$ cat src/rtl/shift_rows_pipe.sv
// shift_rows_pipe: an elastic ShiftRows / InvShiftRows / bypass stage for the AES datapath.
// The byte permutation is applied combinationally at the input. The result then moves through
// a PIPE_STAGES-deep valid/ready register chain, and the sideband tag travels with its data.
module shift_rows_pipe #(
  parameter int LANES       = 1,
  parameter int PIPE_STAGES = 2,
  parameter int TAG_WIDTH   = 4
) (
  input  logic                     clk,
  input  logic                     rst_n,
  input  logic                     in_valid,
  output logic                     in_ready,
  input  logic [1:0]               in_mode,
  input  logic [TAG_WIDTH-1:0]     in_tag,
  input  logic [128*LANES-1:0]     in_data,
  output logic                     out_valid,
  input  logic                     out_ready,
  output logic [TAG_WIDTH-1:0]     out_tag,
  output logic [128*LANES-1:0]     out_data,
  output logic                     busy,
  output logic                     err_mode
);

  localparam int DATA_WIDTH = 128 * LANES;
  localparam int LAST       = PIPE_STAGES - 1;

  // Source byte index for each output byte. Nibble i (MSB first) holds the source of out byte i.
  localparam logic [63:0] FWD_TAB = 64'h05AF_49E3_8D27_C16B;
  localparam logic [63:0] INV_TAB = 64'h0DA7_41EB_852F_C963;

  function automatic int tab_at(input logic [63:0] tab, input int idx);
    return int'(tab[63-4*idx -: 4]);
  endfunction

  logic [DATA_WIDTH-1:0] w_fwd;
  logic [DATA_WIDTH-1:0] w_inv;
  logic [DATA_WIDTH-1:0] w_perm;
  logic [PIPE_STAGES-1:0] w_load;
  logic                   w_accept;

  logic [PIPE_STAGES-1:0] r_valid;
  logic [DATA_WIDTH-1:0]  r_data [PIPE_STAGES];
  logic [TAG_WIDTH-1:0]   r_tag  [PIPE_STAGES];
  logic                   r_err;

  // Each lane is permuted on its own. Byte 0 is the most significant byte of the lane.
  genvar gi, gj;
  generate
    for (gi = 0; gi < LANES; gi++) begin : g_lane
      for (gj = 0; gj < 16; gj++) begin : g_byte
        localparam int SRC_F = tab_at(FWD_TAB, gj);
        localparam int SRC_I = tab_at(INV_TAB, gj);
        assign w_fwd[128*gi+127-8*gj -: 8] = in_data[128*gi+127-8*SRC_F -: 8];
        assign w_inv[128*gi+127-8*gj -: 8] = in_data[128*gi+127-8*SRC_I -: 8];
      end
    end
  endgenerate

  // Select the permutation. Bypass and the illegal mode both pass the data through unchanged.
  always_comb begin
    w_perm = in_data;
    case (in_mode)
      2'b00:   w_perm = w_fwd;
      2'b01:   w_perm = w_inv;
      default: w_perm = in_data;
    endcase
  end

  // Load conditions ripple back from the output: a stage loads when it is empty or when it drains this cycle.
  always_comb begin
    w_load       = '0;
    w_load[LAST] = !r_valid[LAST] || out_ready;
    for (int s = LAST - 1; s >= 0; s--) begin
      w_load[s] = !r_valid[s] || w_load[s+1];
    end
  end

  assign w_accept = in_valid && w_load[0];

  // Pipeline registers. The data and tag of a stage change only when valid contents arrive,
  // so bubbles never toggle the datapath.
  always_ff @(posedge clk or negedge rst_n) begin
    if (!rst_n) begin
      r_valid <= '0;
      for (int s = 0; s < PIPE_STAGES; s++) begin
        r_data[s] <= '0;
        r_tag[s]  <= '0;
      end
    end else begin
      if (w_load[0]) begin
        r_valid[0] <= in_valid;
        if (in_valid) begin
          r_data[0] <= w_perm;
          r_tag[0]  <= in_tag;
        end
      end
      for (int s = 1; s < PIPE_STAGES; s++) begin
        if (w_load[s]) begin
          r_valid[s] <= r_valid[s-1];
          if (r_valid[s-1]) begin
            r_data[s] <= r_data[s-1];
            r_tag[s]  <= r_tag[s-1];
          end
        end
      end
    end
  end

  // Sticky flag: once a transaction with mode 11 is accepted, it stays set until reset.
  always_ff @(posedge clk or negedge rst_n) begin
    if (!rst_n) begin
      r_err <= 1'b0;
    end else if (w_accept && (in_mode == 2'b11)) begin
      r_err <= 1'b1;
    end
  end

  assign in_ready  = w_load[0];
  assign out_valid = r_valid[LAST];
  assign out_data  = r_data[LAST];
  assign out_tag   = r_tag[LAST];
  assign busy      = |r_valid;
  assign err_mode  = r_err;

endmodule

$ cat config.mk
export PLATFORM = sky130hd
export DESIGN_NAME = shift_rows_pipe
export DESIGN_NICKNAME = d
export VERILOG_FILES = /design/src/rtl/shift_rows_pipe.sv
export SDC_FILE = /design/constraint.sdc
export NUM_CORES = 1
export LEC_CHECK = 0
export BUFFER_PORTS_ARGS = -buffer_cell sky130_fd_sc_hd__buf_2
export CORE_MARGIN = 2
export CORE_UTILIZATION = 45
export CTS_BUF_LIST = sky130_fd_sc_hd__clkbuf_4
export DETAILED_ROUTE_END_ITERATION = 10
export PLACE_DENSITY = 0.76
export SYNTH_ARGS = -nofsm -noshare
export SYNTH_HDL_FRONTEND = slang
export SYNTH_SLANG_ARGS = --single-unit
$ cat constraint.sdc
create_clock -name clk -period 2.1 [get_ports clk]
set_clock_uncertainty 0.1 [all_clocks]
set_input_delay 0.315 -clock clk [delete_from_list [all_inputs] [get_ports clk]]
set_output_delay 0.315 -clock clk [all_outputs]
set_load 0.005 [all_outputs]
* Yosys cells after proc, flatten, opt, wreduce, memory -nomap -nowiden
Cells that the tools add are included.
** Storage, ports and cells
- Word-level logic and storage cells :: 20
- Flip-flop bits (word level) :: 267
- Input bits :: 138
- Output and inout bits :: 136
** Cells by class
- Multiplexer cells :: 1
- Reductions and logical operators :: 10
- Equality and inequality tests :: 2
** Operators by type and width (number)
- one-hot mux 120 bit (2 select lines) :: 1
- AND reduction 2 bit :: 2
- equality test 2 x 1 -> 1 bit (second input constant) :: 1
- equality test 2 bit (second input constant) :: 1
- logical AND 1 bit :: 2
- zero test 1 bit :: 2
- zero test 2 bit :: 1
- logical OR 1 bit :: 2
- OR reduction 2 bit :: 1

* Logic depth before layout (Yosys ltp)
- Depth in word-level cells :: 5
- Depth in mapped cells :: 7
- Gate-level depth less buffers :: 3

* Worst setup path before layout
Ideal clock, no wire load.
- Kind :: input port to flip-flop
- Start point :: input in_mode[0]
- End point :: register r_data[145] (netlist bit)
- Cell stages on the path :: 5
- Data arrival time :: 1.394 ns
- Setup time :: 0.125 ns
- Slack :: 0.481 ns
- Path through :: buf_6 -> buf_6 -> mux2_2 -> mux2_2 -> mux2_2
** Between the ends
- Cells in the longest elaborated chain, start to end :: 2
- Elaborated cells on any way between the ends :: 3
- Those cells by class :: eq/ne (1); mux (1); reduce/logical (1)
** RTL lines
- start: declaration :: line 13 : input logic [1:0] in_mode,
- equality test 2 x 1 -> 1 bit / zero test 2 bit (equally long branches) :: line 62 : case (in_mode)
- one-hot mux 120 bit (2 select lines) (*) :: line 62
- end signal: indexed assignment :: line 101 : r_data[s] <= r_data[s-1];
- end: declaration :: line 42 : logic [DATA_WIDTH-1:0] r_data [PIPE_STAGES];
Every way passes the cells marked *; elsewhere a longest branch is shown, timed or not.
A chain may end at the register's enable or synchronous reset.

* Final worst setup path
- Start point :: register r_valid[0]
- End point :: output in_ready
** Between the ends
- Cells in the longest elaborated chain, start to end :: 2
** RTL lines
- start: declaration :: line 41 : logic [PIPE_STAGES-1:0] r_valid;
- start signal: assignment :: line 91 : r_valid[0] <= in_valid;
- start signal: indexed assignment :: line 99 : r_valid[s] <= r_valid[s-1];
- zero test 1 bit :: line 74 : w_load[s] = !r_valid[s] || w_load[s+1];
- logical OR 1 bit :: line 74
- end: declaration :: line 12 : output logic in_ready,
No other way between the ends.

==> results.cfg <==
[run_status]
status = finished clean

[global_route]
antenna_found_initial = 3
first_global_vias = 9319
grt_start_max_net_pins = 61
grt_pass1_wl_um = 49400
gr-total-overflow = 0
track_usage = 0.205

[route]
drt_first_iter_violations = 360
viasPerCell = 4.96
totalWireLength_um = 30800
drtPass1Iterations = 4
vias = 8486
wl_per_cell_um = 18.0
drc = 0
antenna_left = 0

[power_and_ir_drop]
peakVddDrop_uv = 481
p_total_mw = 15.2
p_per_area_nw_per_um2 = 922
p_leak_nw = 7.47

[timing]
whs_ns = 0.0630
fin_crit_sh = 0.954
max_freq_mhz = 499
hold_violations = 0
setup_violations = 0
fin_crit_ns = 2.00
relSlewSlack = 0.633
fin_setup_tns_ns = 0
drv_slew = 0
worst_slew_pin_slew_ns = 0.550
rsz0062_at_grt = false

[setup_path]
worstRegToRegCells = 4
critPathRequiredTime_ns = 1.68
crit_fanout = 34
crit_arrival_ns = 1.59
path_cells = nand3b_4 > buf_12 > buf_2
r2r_start = r_valid[0]
critPathBufInv = 2
cpMaxStageDelayCell = dfrtp_1
start_kind = register
critPathCaptureType = output pin
timing.critical_path.max_delay_family = flip-flops
worstSetupPathType = reg2out
slowest_delay_ns = 0.45
rrSetupSlack_ns = 0.27
reg2reg_to = r_data[178]

[clock_network]
cts_sinks = 267
cts_buffer_depth = 3
numCtsBuffers = 77
cts_tree = done
root_buffer = clkbuf_4
cts-htree-levels = 3
clk_latency_ns = 0.69
post-cts-setup-buffer-count = 0
clk_pin_slew_ns = 0.07

[finish]
fin_cells = 1712
drive_above_1_share = 0.590
nFillCells = 2177
multi_input_area_um2 = 4900
seq_area_um2 = 6680
nets = 1415
postLayoutCoreUtil = 0.588
areaGrowthSynthToFinish_pct = 27.9

[die]
die-area_um2 = 30000
die_width_um = 173
initial_core_util = 0.460
core.rowCount = 61
coreArea_um2 = 28000
die_height_um = 173
pin_count = 274

[min_path]
min_path_type = in2async

[synthesis]
yosysUniqueCellTypes = 15
synth_warnings = 0
yosys_register_bits = 267
syn-cell-area_um2 = 12900
avgSynthCellArea_um2 = 14.0
synth_nets = 1055
synthCells = 917
yosysSeqAreaShare = 0.519

[place]
gp_congestion = 0.797
port_buffers = 273
placed_cells = 1408
dp_hpwl_um = 19600

[run]
drv_cap = 0
layout by cell type, fill, tap and decap left out:
cell / count
mux2_2: 326
inv_6: 3
dfrtp_1: 267
buf_2: 271
mux2_4: 34
mux2i_1: 32
clkinv_1: 12
clkinv_4: 2
dlygate4sd3_1: 168
nand2_4: 1
nand3b_4: 1
clkbuf_4: 114
or2_2: 1
a31o_2: 1
a21oi_1: 64
nand2b_1: 3
diode_2: 3
buf_12: 16
clkinvlp_4: 1
inv_2: 1
buf_4: 11
buf_8: 1
and2_4: 1
layer usage:
metal	GRT usage	vias up	share of wire	routed length [um]
met5	0	-	0	0
li1	-	3888	-	-
met2	0.337	277	0.48	14800
met1	0.242	4225	0.41	12600
met3	0.0594	96	0.061	1900
met4	0.116	0	0.050	1560
power breakdown:
group / switching [mW] / leakage, nW / internal (mW)
sequential: 0.593 / 3.07 / 6.29
clock: 2.24 / 0.570 / 2.50
combinational: 1.46 / 3.83 / 2.09
sequential cells by signal (all words and copies together), names as in the netlist:
register	flops
err_mode	1
out_data	128
out_tag	4
r_data	128
r_tag	4
r_valid	2
cells in the mapped netlist:
cell type  count  area [um2]
dfrtp_1      267        6680
nand2_1        1        3.75
or2_2          1        6.26
a31o_2         1        8.76
nand2b_1       3        18.8
and2_1         1        6.26
a21oi_1       64         320
buf_4        132         991
buf_6         11         124
mux2_2       326        3670
buf_2         30         150
nand3b_4       1        20.0
mux2i_1       32         320
clkbuf_1      13        48.8
mux2_4        34         510
what timing repair did:
action / 4_1_cts / 5_1_grt
hold buffers: 168 / 0
endpoints found under the hold margin: 400 / 0
endpoints found under the setup margin: 1 / 0
resized for setup: 3 / 0
final cells by class:
cell class / instances / area share
flip-flops and latches: 267 / 0.406
multi-input cells: 464 / 0.297
repair buffers: 467 / 0.210
clock buffers: 114 / 0.0520
well taps: 378 / 0.0287
clock inverters: 19 / 0.00608
diodes: 3 / 0.000456
how the worst max path moves through the flow:
stage	from	endpoint	cells after the start	slack, ns
CTS	r_valid[0]	in_ready	3	0.05
global route	r_valid[0]	in_ready	3	0.002
detailed placement	in_mode[0]	r_data[162]	5	0.27
finish	r_valid[0]	in_ready	3	0.1
global placement	in_mode[0]	r_data[246]	5	0.30
floorplan	in_mode[0]	r_data[145]	5	0.48
per-stage QoR:
stage / cell area (um2) / setup WS, ns
2_1_floorplan: 12900 / 0.481
3_3_place_gp: 13800 / 0.299
3_5_place_dp: 13800 / 0.275
4_1_cts: 16500 / 0.0455
5_1_grt: 16500 / 0.00224
6_report: 16500 / 0.0969
logic make-up after synthesis:
logic type,after synthesis,synth area share
multiplexers,392,0.349
flip-flops,267,0.519
buffers and inverters,186,0.102
AO/OA/AOI/OAI,65,0.0255
AND/OR/NAND/NOR,7,0.00427
(Power assumes the default switching activity.)
